--- config.mk ---
export PLATFORM = sky130hd
export DESIGN_NAME = axi4_master_bridge
export DESIGN_NICKNAME = d
export VERILOG_FILES = /design/src/rtl/axi4_master_bridge.sv
export SDC_FILE = /design/constraint.sdc
export NUM_CORES = 1
export LEC_CHECK = 0
export ABC_AREA = 1
export CORE_AREA = 2 2 117 119
export CTS_CLUSTER_DIAMETER = 100
export DETAILED_ROUTE_END_ITERATION = 16
export DIE_AREA = 0 0 119 121
export PLACE_DENSITY = 0.75
export REMOVE_ABC_BUFFERS = 1
export SLEW_MARGIN = 10
export SYNTH_ARGS = -nofsm -noshare
export SYNTH_HDL_FRONTEND = slang
export SYNTH_SLANG_ARGS = --single-unit
--- constraint.sdc ---
create_clock -name ACLK -period 1.9 [get_ports ACLK]
set_input_delay 0.475 -clock ACLK [delete_from_list [all_inputs] [get_ports ACLK]]
set_output_delay 0.475 -clock ACLK [all_outputs]
set_load 0.005 [all_outputs]
--- src/rtl/axi4_master_bridge.sv ---
// -----------------------------------------------------------------------------
// axi4_master_bridge
//
// Turns the core's simple request / stream memory port into AXI4 master
// transactions. The bridge handles INCR bursts of 1-16 beats on 32-bit data
// and keeps only one transaction outstanding.
//
// Ports
//   ACLK, ARESETn                 clock, asynchronous active-low reset
//   req_valid/req_ready           request handshake (ready only when idle)
//   req_write, req_addr, req_len  burst direction, byte address, beats-1
//   wd_valid/wd_ready, wd_data,
//   wd_strb                       core write-data stream (in)
//   rd_valid/rd_ready, rd_data,
//   rd_last                       core read-data stream (out)
//   wr_done                       pulse when the write response is taken
//   rsp_err                       pulse on final rd beat / wr_done if error
//   AR*, R*, AW*, W*, B*          AXI4 master channels
// -----------------------------------------------------------------------------
module axi4_master_bridge #(
    parameter logic [3:0] ID_VAL = 4'h0
) (
    input  logic        ACLK,
    input  logic        ARESETn,
    // core request
    input  logic        req_valid,
    output logic        req_ready,
    input  logic        req_write,
    input  logic [31:0] req_addr,
    input  logic [3:0]  req_len,
    // core write-data stream
    input  logic        wd_valid,
    output logic        wd_ready,
    input  logic [31:0] wd_data,
    input  logic [3:0]  wd_strb,
    // core read-data stream
    output logic        rd_valid,
    input  logic        rd_ready,
    output logic [31:0] rd_data,
    output logic        rd_last,
    // status
    output logic        wr_done,
    output logic        rsp_err,
    // AXI AR
    output logic [3:0]  ARID,
    output logic [31:0] ARADDR,
    output logic [3:0]  ARLEN,
    output logic [2:0]  ARSIZE,
    output logic [1:0]  ARBURST,
    output logic        ARVALID,
    input  logic        ARREADY,
    // AXI R
    input  logic [3:0]  RID,
    input  logic [31:0] RDATA,
    input  logic [1:0]  RRESP,
    input  logic        RLAST,
    input  logic        RVALID,
    output logic        RREADY,
    // AXI AW
    output logic [3:0]  AWID,
    output logic [31:0] AWADDR,
    output logic [3:0]  AWLEN,
    output logic [2:0]  AWSIZE,
    output logic [1:0]  AWBURST,
    output logic        AWVALID,
    input  logic        AWREADY,
    // AXI W
    output logic [31:0] WDATA,
    output logic [3:0]  WSTRB,
    output logic        WLAST,
    output logic        WVALID,
    input  logic        WREADY,
    // AXI B
    input  logic [3:0]  BID,
    input  logic [1:0]  BRESP,
    input  logic        BVALID,
    output logic        BREADY
);

    typedef enum logic [2:0] {
        ST_IDLE,
        ST_RADDR,
        ST_RDATA,
        ST_WADDR,
        ST_WDATA,
        ST_WRESP
    } state_t;

    state_t      state_q, state_d;
    logic [31:0] addr_q, addr_d;
    logic [3:0]  len_q, len_d;
    logic [3:0]  beat_cnt_q, beat_cnt_d;
    logic        err_acc_q, err_acc_d;

    // The low address bits are forced to zero on the bus; this keeps them
    // visibly consumed.
    logic unused_addr_bits;
    assign unused_addr_bits = ^req_addr[1:0];

    logic last_beat;
    logic r_hs;
    logic w_hs;
    logic b_hs;
    logic r_beat_err;
    logic b_err;

    assign last_beat  = (beat_cnt_q == len_q);
    assign r_hs       = (state_q == ST_RDATA) && RVALID && rd_ready;
    assign w_hs       = (state_q == ST_WDATA) && wd_valid && WREADY;
    assign b_hs       = (state_q == ST_WRESP) && BVALID;
    // A beat is bad on a non-OKAY response, a foreign ID, or RLAST that
    // disagrees with our own beat count.
    assign r_beat_err = (RRESP != 2'b00) | (RID != ID_VAL) | (RLAST != last_beat);
    assign b_err      = (BRESP != 2'b00) | (BID != ID_VAL);

    // Address channels: fields come straight from the latched request so they
    // stay constant while VALID waits for READY.
    assign req_ready = (state_q == ST_IDLE);
    assign ARVALID   = (state_q == ST_RADDR);
    assign ARID      = ID_VAL;
    assign ARADDR    = addr_q;
    assign ARLEN     = len_q;
    assign ARSIZE    = 3'b010;
    assign ARBURST   = 2'b01;
    assign AWVALID   = (state_q == ST_WADDR);
    assign AWID      = ID_VAL;
    assign AWADDR    = addr_q;
    assign AWLEN     = len_q;
    assign AWSIZE    = 3'b010;
    assign AWBURST   = 2'b01;

    // Data channels are pass-through, gated by state so nothing leaks while
    // another phase is active.
    assign rd_valid = (state_q == ST_RDATA) && RVALID;
    assign RREADY   = (state_q == ST_RDATA) && rd_ready;
    assign rd_data  = RDATA;
    assign rd_last  = (state_q == ST_RDATA) && last_beat;

    assign WVALID   = (state_q == ST_WDATA) && wd_valid;
    assign wd_ready = (state_q == ST_WDATA) && WREADY;
    assign WDATA    = wd_data;
    assign WSTRB    = wd_strb;
    assign WLAST    = (state_q == ST_WDATA) && last_beat;

    assign BREADY   = (state_q == ST_WRESP);
    assign wr_done  = b_hs;
    assign rsp_err  = (r_hs && last_beat && (err_acc_q | r_beat_err)) | (b_hs && b_err);

    always_comb begin
        // NOTE: every variable gets a default first so no path leaves it
        // unassigned, which would otherwise infer a latch.
        state_d    = state_q;
        addr_d     = addr_q;
        len_d      = len_q;
        beat_cnt_d = beat_cnt_q;
        err_acc_d  = err_acc_q;

        unique case (state_q)
            ST_IDLE: begin
                if (req_valid) begin
                    addr_d     = {req_addr[31:2], 2'b00};
                    len_d      = req_len;
                    beat_cnt_d = 4'd0;
                    err_acc_d  = 1'b0;
                    state_d    = req_write ? ST_WADDR : ST_RADDR;
                end
            end
            ST_RADDR: begin
                if (ARREADY) state_d = ST_RDATA;
            end
            ST_RDATA: begin
                if (r_hs) begin
                    err_acc_d = err_acc_q | r_beat_err;
                    // The count stops at len, so it can never wrap.
                    if (last_beat) state_d = ST_IDLE;
                    else           beat_cnt_d = beat_cnt_q + 4'd1;
                end
            end
            ST_WADDR: begin
                if (AWREADY) state_d = ST_WDATA;
            end
            ST_WDATA: begin
                if (w_hs) begin
                    if (last_beat) state_d = ST_WRESP;
                    else           beat_cnt_d = beat_cnt_q + 4'd1;
                end
            end
            ST_WRESP: begin
                if (BVALID) state_d = ST_IDLE;
            end
            default: state_d = ST_IDLE;
        endcase
    end

    // NOTE: sequential state uses non-blocking assignments so every flop
    // samples the pre-edge value of its _d, independent of statement order.
    always_ff @(posedge ACLK or negedge ARESETn) begin
        if (!ARESETn) begin
            state_q    <= ST_IDLE;
            addr_q     <= 32'd0;
            len_q      <= 4'd0;
            beat_cnt_q <= 4'd0;
            err_acc_q  <= 1'b0;
        end else begin
            state_q    <= state_d;
            addr_q     <= addr_d;
            len_q      <= len_d;
            beat_cnt_q <= beat_cnt_d;
            err_acc_q  <= err_acc_d;
        end
    end

endmodule

==> metrics.txt, run 1 <==
via count=2,472; Setup-failing EPs final=4; Num CTS Buffers=5; Critical Path Fanout Max=2; Yosys warnings=0; hpwl dp=11,500 um; Pre-antenna DRT Iters=4; design area=4300 um^2; register-to-register path setup slack=0.18 ns; clock share of power=0.134; CP Capture Type=output port; number of global-route vias before repair=2,420; reg2reg path depth=10; I/O Pins=298; WP data arrival=1.54 ns; Worst Hold Slack=0.268 ns; CTS clock-pin slew for the worst setup and hold paths=0.06 ns; number of max-cap violations=0; r2r startpoint=state_q[1]; Die Y-Extent=121 um; synth unique cells=25; initial antenna violation count=0; CP max stage cell=clkdlybuf4s50_1; Gate power share=0.597; Post-synth EDFFs=0; clock skew=0.00293 ns; first-pass GRT wire length=18,100 um; hold buffer count at cts=0; clock root buffer=clkbuf_16; top cell type's share of synthesized area=0.346; Net Switching=2.00 mW; area leader, netlist=dfrtp_1; DIE AREA=14,400 um^2; Final Cycle Share=1.06; WL/cell=22.8 um; Slew headroom=0.625; Max Buffers Root-to-Sink=2; CP peak stage delay=0.50 ns; leakage=2.08 nW; H-tree levels=2; Top FF cell, synth=dfrtp_1; Worst Path Required=1.42 ns; Seq cells post-synth=42; Routed Antenna Nets=0; Starting Density=0.232; Iter 0 DRT Violations=82; unrepaired setup endpoints after global routing=true; Area Overhead vs Synth=41.5%; startpoint types=primary input; Reg power frac=0.269; internal power=4.19 mW; Hold Fails Final Rpt=0; fillers=1,295; Final nets=551; Post-synth ARST share=1.00; failing checks=negative setup slack; fin crit period=2.02 ns; Peak VDD IR=0.552 mV; status=finished, violations left; post-route setup slack=-0.118 ns; width of the die=119 um; share of layout cells above drive strength 1=0.292; actual slew at the worst max-slew pin=0.563 ns; CTS tree=done; clk sink count=42; largest net degree at the start of global routing=43; Crit Path Class=in2out; Buffers on Ports=137; count leader, synth=buf_4; via/cell ratio=4.14; RR Endpoint=state_q[2]; ant diodes=0; Power Dens Cells=1440 nW/um^2; placement row count=42; clk_lat worst skew=0.28 ns; GP Congestion=0.901; HP Class=in2async; dpl ws=-0.612 ns; Remaining DRCs=0; Total Power=6.19 mW; syn_area_per_cell=8.89 um^2; CP Cell Sequence=clkdlybuf4s50_1 > inv_2 > nor3_4 > o211ai_1 > nand2_1 > buf_6; final wirelength=13,600 um; fin. max-slew vios=0; most frequent cells after synthesis=buf_4, nand2_1, dfrtp_1, inv_1, nor2_1; Sw Share=0.323; DP Area=4010 um^2; Fmax=495 MHz; Cell Area, Synth=3040 um^2; Gate Count Post-Synth=342; grt ovf=0; CORE AREA=13,100 um^2; Seq/Total Area, Yosys=0.346; Synth area leaders=dfrtp_1, buf_4, mux2_2; Total GRT Usage=0.182
-- metal layers --
metal  GRT usage  wire length [um]
met5      0.0772               138
met4      0.0335               114
met3       0.231              3550
met2       0.256              5710
met1       0.158              4100
-- placed cells by master (no fill, tap or decap), drive strengths merged, types with 2 or more instances in the layout --
| cell type | instances |
|---|---|
| nand4 | 10 |
| nor4 | 2 |
| clkbuf | 7 |
| a21oi | 5 |
| mux2 | 30 |
| nor3 | 3 |
| clkdlybuf4s50 | 114 |
| o21ai | 2 |
| nand3 | 8 |
| dfrtp | 42 |
| inv | 26 |
| conb | 22 |
| buf | 54 |
| dlygate4sd2 | 4 |
| nand2 | 50 |
| dlymetal6s2s | 9 |
| nor2 | 26 |
-- worst max-delay path, delay by kind of cell --
kind                   cells  cell delay (ns)
AOI/OAI and AO/OA          1             0.13
buffers and inverters      3             0.67
and+or+nand+nor            2             0.27
-- through the flow --
stage / utilization / instances / TNS [ns]
6_report: 0.329 / 597 / -0.305
5_1_grt: 0.329 / 597 / -0.675
4_1_cts: 0.321 / 593 / -0.213
3_5_place_dp: 0.306 / 582 / -2.41
3_3_place_gp: 0.306 / 582 / -2.39
2_1_floorplan: - / 232 / 0
-- final cells by class --
class | count | area, um^2 | area share
Tap cell | 176 | 220 | 0.0512
Clock buffer | 6 | 139 | 0.0323
Inverter | 26 | 100 | 0.0233
Timing Repair Buffer | 183 | 1720 | 0.400
Multi-Input combinational cell | 164 | 1070 | 0.248
Sequential cell | 42 | 1050 | 0.245
-- worst max-delay path by stage --
stage / startpoint / end / slack (ns) / cells after the start
after floorplan: state_q[2] / ARADDR[10] / 0.17 / 5
after global placement: rd_ready / rsp_err / -0.57 / 6
after detailed placement: RVALID / rsp_err / -0.61 / 6
after CTS: RID[1] / rsp_err / -0.17 / 7
after global routing: ARLEN[2] / rsp_err / -0.22 / 10
final: RVALID / rsp_err / -0.12 / 6
-- power by group through the flow --
stage	Sequential (mW)	Combinational, mW	Clock (mW)
global route	1.73	3.98	0.922
floorplan	1.76	1.08	0
CTS	1.66	3.64	0.879
detailed placement	1.69	3.53	0
finish	1.66	3.69	0.831
global placement	1.66	3.46	0
-- state kept, by name (all words and copies together) (netlist names) --
register / count
ARLEN: 4
ARADDR: 30
beat_cnt_q: 4
err_acc_q: 1
state_q: 3
-- kinds of logic after synthesis --
family / after synthesis / synth area share
AO/OA/AOI/OAI: 8 / 0.0140
AND/OR/NAND/NOR: 102 / 0.149
XOR/XNOR: 1 / 0.00288
buffers and inverters: 156 / 0.356
flip-flops: 42 / 0.346
multiplexers: 30 / 0.126
adder cells (fa/ha/maj): 1 / 0.00411
other: 2 / 0.00247
-- what timing repair did --
item	4_1_cts	5_1_grt
cloned	0	0
setup buffers	5	4
gates resized for setup	56	29
endpoints found under the setup margin	12	8
pin swaps	7	13
(Power assumes the default switching activity.)
==> run 2: changes to the inputs <==
ABC_CLOCK_PERIOD_IN_PS = 1900   (was unset)
==> results of run 2 <==
Final layout, timing and power as in run 1 (identical DEF).
